$ cat src/rtl/sr_ff_monitor.sv
// SR flip-flop monitor: models the expected q of an observed SR flip-flop,
// compares the observed q one cycle later, and counts errors and illegal
// s=r=1 cycles. Optional q_bar complement check enabled by SR_MON_QBAR_CHECK_EN.
module sr_ff_monitor (
  input  logic       clk,
  input  logic       reset,
  input  logic       ff_reset,
  input  logic       s,
  input  logic       r,
  input  logic       q,
  input  logic       q_bar,
  output logic       exp_q,
  output logic [1:0] mon_state,
  output logic       err_pulse,
  output logic       err_sticky,
  output logic [7:0] err_count,
  output logic [7:0] illegal_count
);

  typedef enum logic [1:0] {
    StInit  = 2'b00,
    StTrack = 2'b01,
    StUndef = 2'b10
  } state_e;

  state_e     state_q, state_d;
  logic       exp_q_q, exp_q_d;
  logic       err_pulse_q;
  logic       err_sticky_q;
  logic [7:0] err_count_q;
  logic [7:0] illegal_count_q;

  logic       illegal;
  logic       q_err;
  logic       qbar_err;
  logic       err;

  // s=r=1 is only illegal when ff_reset is not overriding it.
  assign illegal = s && r && !ff_reset;

  // exp_q_q still holds the value registered at the previous edge.
  assign q_err = (state_q == StTrack) && (q != exp_q_q);

`ifdef SR_MON_QBAR_CHECK_EN
  assign qbar_err = (state_q != StInit) && (q_bar == q);
`else
  logic unused_q_bar;
  assign unused_q_bar = q_bar;
  assign qbar_err     = 1'b0;
`endif

  assign err = q_err || qbar_err;

  // State register and all monitor state, synchronous active-low reset.
  always_ff @(posedge clk) begin
    if (!reset) begin
      state_q         <= StInit;
      exp_q_q         <= 1'b0;
      err_pulse_q     <= 1'b0;
      err_sticky_q    <= 1'b0;
      err_count_q     <= 8'd0;
      illegal_count_q <= 8'd0;
    end else begin
      state_q      <= state_d;
      exp_q_q      <= exp_q_d;
      err_pulse_q  <= err;
      err_sticky_q <= err_sticky_q || err;
      if (err && (err_count_q != 8'hFF)) begin
        err_count_q <= err_count_q + 8'd1;
      end
      if (illegal && (illegal_count_q != 8'hFF)) begin
        illegal_count_q <= illegal_count_q + 8'd1;
      end
    end
  end

  // Next-state: FSM transitions and the SR model update.
  always_comb begin
    state_d = state_q;
    exp_q_d = exp_q_q;

    if (ff_reset) begin
      exp_q_d = 1'b0;
    end else if (s && !r) begin
      exp_q_d = 1'b1;
    end else if (!s && r) begin
      exp_q_d = 1'b0;
    end

    unique case (state_q)
      StInit:  state_d = StTrack;
      StTrack: if (illegal) state_d = StUndef;
      StUndef: if (ff_reset || (s != r)) state_d = StTrack;
      default: state_d = StInit;
    endcase
  end

  // Outputs are direct register views.
  always_comb begin
    exp_q         = exp_q_q;
    mon_state     = state_q;
    err_pulse     = err_pulse_q;
    err_sticky    = err_sticky_q;
    err_count     = err_count_q;
    illegal_count = illegal_count_q;
  end

endmodule

$ cat config.mk
export PLATFORM = sky130hd
export DESIGN_NAME = sr_ff_monitor
export DESIGN_NICKNAME = d
export VERILOG_FILES = /design/src/rtl/sr_ff_monitor.sv
export SDC_FILE = /design/constraint.sdc
export NUM_CORES = 1
export LEC_CHECK = 0
export ABC_AREA = 1
export BUFFER_PORTS_ARGS = -buffer_cell sky130_fd_sc_hd__buf_4
export CAP_MARGIN = 30
export CORE_ASPECT_RATIO = 1.75
export CORE_UTILIZATION = 35
export CTS_BUF_LIST = sky130_fd_sc_hd__clkbuf_8
export DETAILED_ROUTE_END_ITERATION = 12
export GPL_ROUTABILITY_DRIVEN = 0
export SETUP_SLACK_MARGIN = 0.05
export SLEW_MARGIN = 0
export SYNTH_ARGS = -nofsm -noshare
export SYNTH_HDL_FRONTEND = slang
export SYNTH_SLANG_ARGS = --single-unit
$ cat constraint.sdc
create_clock -name clk -period 1.6 [get_ports clk]
set_clock_uncertainty 0.05 [all_clocks]
set_input_delay 0.32 -clock clk [delete_from_list [all_inputs] [get_ports clk]]
set_output_delay 0.32 -clock clk [all_outputs]
set_load 0.02 [all_outputs]
Yosys cells after proc, flatten, opt, wreduce, memory -nomap -nowiden. Cells that the tools add are included. W data, S select, Z words.

Register bits: 21. Bits of input ports: 7. Word-level logic and storage cells: 38.

Mux-type cells: 5. Bitwise operators: 1. Equality and inequality tests: 8. Reduce and logical (&&, ||, !) cells: 16. Add/subtract/negate cells: 2.

Operators with widths (number): $add A8 B1 Y8 const B (2); $ne A8 B8 Y1 const B (2); $logic_and A1 B1 Y1 (7); $pmux W2 S3 (1); $mux W2 (2); $ne A2 B2 Y1 const B (2); $logic_not A1 Y1 (3); $eq A2 B1 Y1 const B (1); $eq A2 B2 Y1 const B (1); $logic_not A2 Y1 (1); $logic_or A1 B1 Y1 (2); $mux W1 (2); $ne A1 B1 Y1 (2); $reduce_and A2 Y1 (1); $reduce_bool A2 Y1 (1); $reduce_or A2 Y1 (1); $not A1 Y1 (1).

Longest topological paths before layout. Gate-level depths: netlist (run 1).

Word-level depth: 4. Depth in mapped cells: 9. Mapped depth without buffers: 9.

Worst setup path before layout (run 1). No wires, ideal clock.

Kind: register to register. Start point: reg illegal_count_q[0] (netlist: illegal_count[0]). End point: reg illegal_count_q[1] (netlist: illegal_count[1]). Arrival time: 1270 ps. Path buffers: 0. Setup slack: 164 ps. Cell stages (with the launch flop): 9. Library setup time: 116 ps. Cells stage by stage: dfxtp_1 -> ha_1 -> nand2_1 -> nor2_1 -> nand2_4 -> nand2_2 -> inv_2 -> nor2_1 -> nor2_1.

Longest elaborated chain between the ends: 2. Elaborated cells on any way between the ends: 3. Classes of those cells: 1 x add/sub; 1 x eq/ne; 1 x reduce/logical.

Ends and longest elaborated chain: start: declaration (RTL line 31) `logic [7:0] illegal_count_q;`; start signal: assignment (RTL line 72) `illegal_count_q <= illegal_count_q + 8'd1;`; branches (longest 2 deep; another with $add A8 B1 Y8).

Parallel ways; which one is timed is not known. A chain may end at the register's enable or synchronous reset.

Worst setup path in the final report (run 1).
Start point: reg illegal_count_q[1] (netlist: illegal_count[1]). End point: reg illegal_count_q[1] (netlist: illegal_count[1]).

The elaborated chain is that of the path after synthesis.

==> flow_summary.yaml, run 1 <==
outcome:
  outcome: "completed"
floorplanning:
  design.core.area_sq_um: 3142
  start_util: 0.3696
  floorplan.die_area_sq_um: 3561
  floorplan.die.width_um: 45.54
  die_height_um: 78.20
  ios: 28
  std_cell_rows: 27
sta:
  timing.final.max_slew_violations: 0
  hold_viol: 0
  worst_hold_margin_ps: 297.4
  timing.final.crit_period_ps: 1417
  maxClockFrequency_mhz: 705.7
  worst_slew_pin_slew_ps: 251.7
  max-slew-margin-rel: 0.8320
  grt_setup_unrepaired: "false"
  final_min_period_over_clock_period: 0.8856
  totalNegativeSetupSlack_ps: 0
  postLayoutSetupSlackWorst_ps: 183.0
  setup_viol_count_final: 0
route:
  count_of_tritonroute_iterations_in_the_first_routing_pass: 4
  post-route-drc-count: 0
  ant_nets: 0
  drt-initial-drc-count: 36
  num_vias: 1122
  routed_wl_mm: 2.448
  vias_per_cell: 4.734
  drt-wirelength-per-cell_um: 10.33
critical_path:
  critPathCaptureType: "register"
  critical_path_buf_inv_count: 1
  worst_ep_arrival_time_ps: 1520
  type_of_element_launching_the_critical_path: "register"
  worstPathRequired_ps: 1700
  crit_path_cell_trace: "ha_1 > nand2_1 > nor2_1 > nand2_4 > nand2_2 > inv_2 > nor2_1 > nor2_1"
  most_frequent_cell_on_the_critical_path: "sky130_fd_sc_hd__nor2_1"
  crit_path_max_incr_delay_ps: 380
  worst_path_cell_with_the_longest_stage_delay: "sky130_fd_sc_hd__dfxtp_1"
  critical_path_peak_fanout: 7
  cp_top_family: "simple AND/OR/NAND/NOR gates"
  crit_start: "illegal_count[1]"
  launching_point_of_the_worst_reg2reg_path: "illegal_count[1]"
  criticalPathCategory: "reg -> reg"
cts:
  clockBufferDepth: 2
  cts_buffers: 3
  clk_transition_reported_paths_ps: 70
  root_buf_cell: "sky130_fd_sc_hd__clkbuf_8"
  cts_setup_buffers: 0
  cts_tree: "yes"
  worst_skew_pair.late_latency_ps: 260
  clock-sinks: 21
  clock_tree.htree_level_count: 1
global_route:
  grt_antenna_before_repair: 0
  first_global_vias: 1030
  global_route.usage.total: 0.1565
  grt_start_max_net_pins: 15
  globalRouteOverflowTotal: 0
  grt_pass1_wl_mm: 4.222
flow_run:
  max-cap-violations: 0
placement:
  placedInstanceArea_sq_um: 1388
  numPortBuffers: 26
  dp.cells: 233
  post-dp-hpwl_mm: 1.895
  post-place-ws_ps: 153.1
synthesis:
  netlist_instances: 166
  synth_compound_area_frac: 0.09267
  yosys_warnings: 0
  yosys-mux-area-fraction: 0
  synth_nets: 177
  synth.yosys.seq_area_share: 0.3621
  synth_area_sq_um: 1161
  synth-adder-area-share: 0.04310
  ys_ff_latch: 21
  synth_simple_gate_area_frac: 0.4073
  post_synth.cell_area_avg_sq_um: 6.995
  distinct_cell_type_count_after_synthesis: 23
  synth_xor_xnor_area_share: 0.007543
  synth_top_family_by_area: "simple AND/OR/NAND/NOR gates"
finish:
  layout.cells.non_filler: 237
  flow.area_growth_from_synthesis_pct: 23.60
  nNetsFinal: 206
  post_route_cells_drive_above_1_share: 0.2474
  finalInstanceArea_sq_um: 1435
  num_antenna_cells: 0
pwr:
  pwr-share-seq: 0.535
  power.net_switching_mw: 0.2656
  power.share.combinational: 0.132
  netSwitchingFraction: 0.2583
  ir_worst_vdd_v: 0.0003981
  pwr-share-clk: 0.333
  p_leak_nw: 0.6664
  power.density_cell_area_nw_per_um2: 716.5
  p_int_mw: 0.7627
worst_hold_path:
  hold_path_class: "in -> reg"
  hold_path_startpoint: "ff_reset"
routing by layer:
layer / vias to the layer above / GRT usage / wire (um)
met5: - / 0 / 0
li1: 585 / - / -
met3: 2 / 0.02299 / 103
met2: 23 / 0.2857 / 1330
met4: 0 / 0.06667 / 29
met1: 512 / 0.1648 / 984
power by group through the flow:
stage               logic, mW  clock network [mW]  registers [mW]
global route            0.150               0.389           0.553
CTS                     0.137               0.363           0.550
global placement        0.133                   0           0.561
detailed placement      0.137                   0           0.562
finish                  0.135               0.343           0.550
floorplan              0.0787                   0           0.578
stage by stage:
stage                     utilization  total power [mW]
after detailed placement       0.4417            0.6991
after global placement         0.4417            0.6941
after floorplan                     -            0.6565
after global routing           0.4568             1.092
final                          0.4568             1.028
after CTS                      0.4564             1.050
worst reg2reg max path: cells and delay by family (launching register included):
kind / cells / cell delay, ps
simple gates: 6 / 660
flops: 1 / 380
fa+ha+maj: 1 / 180
buf+inv: 1 / 50
registers in the layout (all words and copies together), names as in the netlist:
| register | flops |
|---|---|
| mon_state | 2 |
| err_pulse | 1 |
| err_sticky | 1 |
| illegal_count | 8 |
| err_count | 8 |
| exp_q | 1 |
synthesized netlist by cell type:
library cell,instances,area [sq um]
sky130_fd_sc_hd__nand2_1,33,123.9
sky130_fd_sc_hd__nor2_1,32,120.1
sky130_fd_sc_hd__dfxtp_1,21,420.4
sky130_fd_sc_hd__inv_1,16,60.06
sky130_fd_sc_hd__nand3_1,13,65.06
sky130_fd_sc_hd__a21oi_1,10,50.05
sky130_fd_sc_hd__o21ai_0,8,40.04
sky130_fd_sc_hd__ha_1,4,50.05
sky130_fd_sc_hd__nand2_2,4,25.02
sky130_fd_sc_hd__nand4_1,4,25.02
sky130_fd_sc_hd__inv_2,3,11.26
sky130_fd_sc_hd__nor2_4,3,33.78
sky130_fd_sc_hd__a31oi_1,2,12.51
sky130_fd_sc_hd__buf_2,2,10.01
sky130_fd_sc_hd__nand2_4,2,22.52
sky130_fd_sc_hd__nand3_2,2,20.02
sky130_fd_sc_hd__buf_12,1,20.02
sky130_fd_sc_hd__nor2_2,1,6.260
sky130_fd_sc_hd__nor2_8,1,20.02
sky130_fd_sc_hd__nor2b_1,1,6.260
sky130_fd_sc_hd__nor3_1,1,5.000
sky130_fd_sc_hd__o21ai_1,1,5.000
sky130_fd_sc_hd__xor2_1,1,8.760
worst paths after layout:
| kind | to | slack, ps | cells after the start |
|---|---|---|---|
| worst max-delay path | illegal_count[1] | 180 | 8 |
| worst min register to register | err_sticky | 440 | 2 |
| worst min-delay path | exp_q | 300 | 4 |
| worst max register to register | illegal_count[1] | 180 | 8 |
kinds of logic after synthesis:
| family | Yosys count |
|---|---|
| AOI/OAI and AO/OA | 21 |
| and+or+nand+nor | 97 |
| adders and majority gates | 4 |
| DFF | 21 |
| buffers and inverters | 22 |
| xor gates and xnor gates | 1 |
repair_timing:
action / CTS / global route
setup endpoints to repair: 0 / 2
hold buffers: 0 / 0
resized for setup: 0 / 1
placed cells by master (no fill, tap or decap):
master                     netlist  routed
sky130_fd_sc_hd__dfxtp_2         0       1
sky130_fd_sc_hd__buf_4           0      27
sky130_fd_sc_hd__inv_1          16      16
sky130_fd_sc_hd__dfxtp_1        21      20
sky130_fd_sc_hd__ha_1            4       4
sky130_fd_sc_hd__a21oi_1        10      10
sky130_fd_sc_hd__inv_2           3       3
sky130_fd_sc_hd__nor3_1          1       1
sky130_fd_sc_hd__clkbuf_8        0       3
sky130_fd_sc_hd__nand3_1        13      13
sky130_fd_sc_hd__nand2_1        33      33
sky130_fd_sc_hd__nand2_4         2       2
sky130_fd_sc_hd__nor2_2          1       1
sky130_fd_sc_hd__nand2_2         4       4
sky130_fd_sc_hd__nor2_8          1       1
sky130_fd_sc_hd__nor2_1         32      32
sky130_fd_sc_hd__o21ai_0         8       8
sky130_fd_sc_hd__xor2_1          1       1
sky130_fd_sc_hd__nor2_4          3       3
sky130_fd_sc_hd__clkinv_2        0       1
sky130_fd_sc_hd__nor2b_1         1       1
sky130_fd_sc_hd__nand3_2         2       2
sky130_fd_sc_hd__o21ai_1         1       1
sky130_fd_sc_hd__nand4_1         4       4
sky130_fd_sc_hd__a31oi_1         2       2
layout make-up:
type                       count  area [sq um]
fill                         342          1707
clock buffer                   3         41.29
multi-input combinational    123         639.4
clock inverter                 1         5.005
inverter                      19         71.32
sequential                    21         421.7
tap                           43         53.80
timing repair buffer          27         202.7
No activity file was read; power rests on OpenSTA's default activity.
==> run 2: changes to the inputs <==
==> constraint.sdc (replaced) <==
create_clock -name clk -period 1.6 [get_ports clk]
set_clock_uncertainty 0.05 [all_clocks]
set_input_delay 0.16 -clock clk [delete_from_list [all_inputs] [get_ports clk]]
set_output_delay 0.16 -clock clk [all_outputs]
set_load 0.02 [all_outputs]
==> run 2 against run 1 <==
  * Worst hold slack got worse by 160 ps
  * Global-route usage rose by 0.097 points
  * Count of clock-buffer cells in the layout did not move
  * Worst setup slack improved by 19 ps
  * First-iteration DRC count fell by 36%
  * Sequential power barely moved
  * Combinational power barely moved
  * Die area did not move
  * Non-clock buffer count did not move
  * Clock power barely moved
  * Highest routed layer unchanged
==> flow_summary.yaml, run 2 (synthesis results as in run 1) <==
outcome:
  outcome: "completed"
finish:
  most-common-layout-cells: "33 x sky130_fd_sc_hd__nand2_1, 31 x sky130_fd_sc_hd__nor2_1, 27 x sky130_fd_sc_hd__buf_4"
  post_route_cells_drive_above_1_share: 0.2474
  flow.area_growth_from_synthesis_pct: 23.71
  finalInstanceArea_sq_um: 1436
  num_antenna_cells: 0
  multiInputGateArea_sq_um: 641.9
  layout.cells.non_filler: 237
  filler_cell_count: 346
  layout_commonest_cell: "sky130_fd_sc_hd__nand2_1"
  register_area_sq_um: 420.4
  nNetsFinal: 206
worst_hold_path:
  hold_path_class: "in -> reg"
pwr:
  pwr-share-clk: 0.334
  power.share.combinational: 0.131
  netSwitchingFraction: 0.2569
  ir_worst_vdd_v: 0.0004358
  p_int_mw: 0.7622
  p_leak_nw: 0.6659
  pwr-share-seq: 0.536
  power.density_cell_area_nw_per_um2: 714.1
  power.net_switching_mw: 0.2635
floorplanning:
  start_util: 0.3696
  floorplan.die.width_um: 45.54
  die_height_um: 78.20
  ios: 28
  std_cell_rows: 27
  design.core.area_sq_um: 3142
  floorplan.die_area_sq_um: 3561
critical_path:
  worstPathRequired_ps: 1700
  worst_ep_arrival_time_ps: 1500
  criticalPathCategory: "reg -> reg"
  critPathCaptureType: "register"
  critical_path_peak_fanout: 7
  type_of_element_launching_the_critical_path: "register"
sta:
  setup_viol_count_final: 0
  max-slew-margin-rel: 0.8266
  totalNegativeSetupSlack_ps: 0
  timing.final.max_slew_violations: 0
  grt_setup_unrepaired: "false"
  worst_slew_pin_slew_ps: 259.9
  final_min_period_over_clock_period: 0.8736
  timing.final.crit_period_ps: 1398
  hold_viol: 0
  postLayoutSetupSlackWorst_ps: 202.3
  maxClockFrequency_mhz: 715.5
  worst_hold_margin_ps: 135.1
placement:
  numPortBuffers: 26
  placedInstanceArea_sq_um: 1388
  dp.cells: 233
  post-place-ws_ps: 180.0
  post-dp-hpwl_mm: 1.890
cts:
  clk_transition_reported_paths_ps: 70
  cts_tree: "yes"
  cts_buffers: 3
  clock-sinks: 21
  worst_skew_pair.late_latency_ps: 250
  clock_tree.htree_level_count: 1
  clockBufferDepth: 2
  root_buf_cell: "sky130_fd_sc_hd__clkbuf_8"
global_route:
  global_route.usage.total: 0.1574
  globalRouteOverflowTotal: 0
  grt_pass1_wl_mm: 4.264
  first_global_vias: 1058
  grt_start_max_net_pins: 15
  grt_antenna_before_repair: 0
flow_run:
  max-cap-violations: 0
route:
  num_vias: 1129
  post-route-drc-count: 0
  ant_nets: 0
  routed_wl_mm: 2.411
  drt-initial-drc-count: 23
  count_of_tritonroute_iterations_in_the_first_routing_pass: 4
  vias_per_cell: 4.764
  drt-wirelength-per-cell_um: 10.17
[run 2: cell count changes in the layout (fill, tap and decap cells not counted)]
cell / change
sky130_fd_sc_hd__dfxtp_1: +1
sky130_fd_sc_hd__dfxtp_2: -1
sky130_fd_sc_hd__nor2_1: -1
sky130_fd_sc_hd__nor2_2: +1
[run 2: power by group through the flow]
| stage | Clock, mW | Combinational [mW] | Sequential [mW] |
|---|---|---|---|
| after floorplan | 0 | 0.0787 | 0.578 |
| after global placement | 0 | 0.133 | 0.561 |
| after detailed placement | 0 | 0.136 | 0.562 |
| after CTS | 0.359 | 0.136 | 0.550 |
| after global routing | 0.375 | 0.150 | 0.552 |
| final | 0.342 | 0.134 | 0.549 |
[run 2: worst max-delay path, cell delays in order (launching register included)]
cell	delay, ps
sky130_fd_sc_hd__dfxtp_1	400
sky130_fd_sc_hd__ha_1	200
sky130_fd_sc_hd__nand2_1	120
sky130_fd_sc_hd__nor2_2	150
sky130_fd_sc_hd__nand2_4	100
sky130_fd_sc_hd__nand2_2	90
sky130_fd_sc_hd__inv_2	50
sky130_fd_sc_hd__nor2_1	90
sky130_fd_sc_hd__nor2_1	50
[run 2: through the flow]
stage / power, mW / utilization
final: 1.026 / 0.4572
after global routing: 1.078 / 0.4572
after CTS: 1.045 / 0.4564
after detailed placement: 0.6980 / 0.4417
after global placement: 0.6942 / 0.4417
after floorplan: 0.6565 / -
[run 2: cell type report]
cell class | count | share of cell area
repair buffers | 27 | 0.1411
flip-flops and latches | 21 | 0.2927
clock inverters | 1 | 0.003484
multi-input cells | 123 | 0.4469
inverters | 19 | 0.04965
clock buffers | 3 | 0.02875
well taps | 43 | 0.03746
[run 2: repair_timing]
item / 4_1_cts / 5_1_grt
setup endpoints to repair: 0 / 3
hold endpoints to repair: 0 / 0
setup buffers: 0 / 0
hold buffers: 0 / 0
gates resized for setup: 0 / 1
[run 2: metal layers]
metal	wire length, um	track usage
met1	950	0.1679
met2	1364	0.2871
met3	67	0.02069
met4	29	0.06667
met5	0	0
[run 2: final timing paths]
| kind | start | to | slack, ps | depth (start not counted) |
|---|---|---|---|---|
| hold reg to reg | err_sticky | err_sticky | 440 | 2 |
| hold / removal | ff_reset | exp_q | 140 | 4 |
| setup / recovery | illegal_count[0] | illegal_count[1] | 200 | 8 |
| setup reg to reg | illegal_count[0] | illegal_count[1] | 200 | 8 |
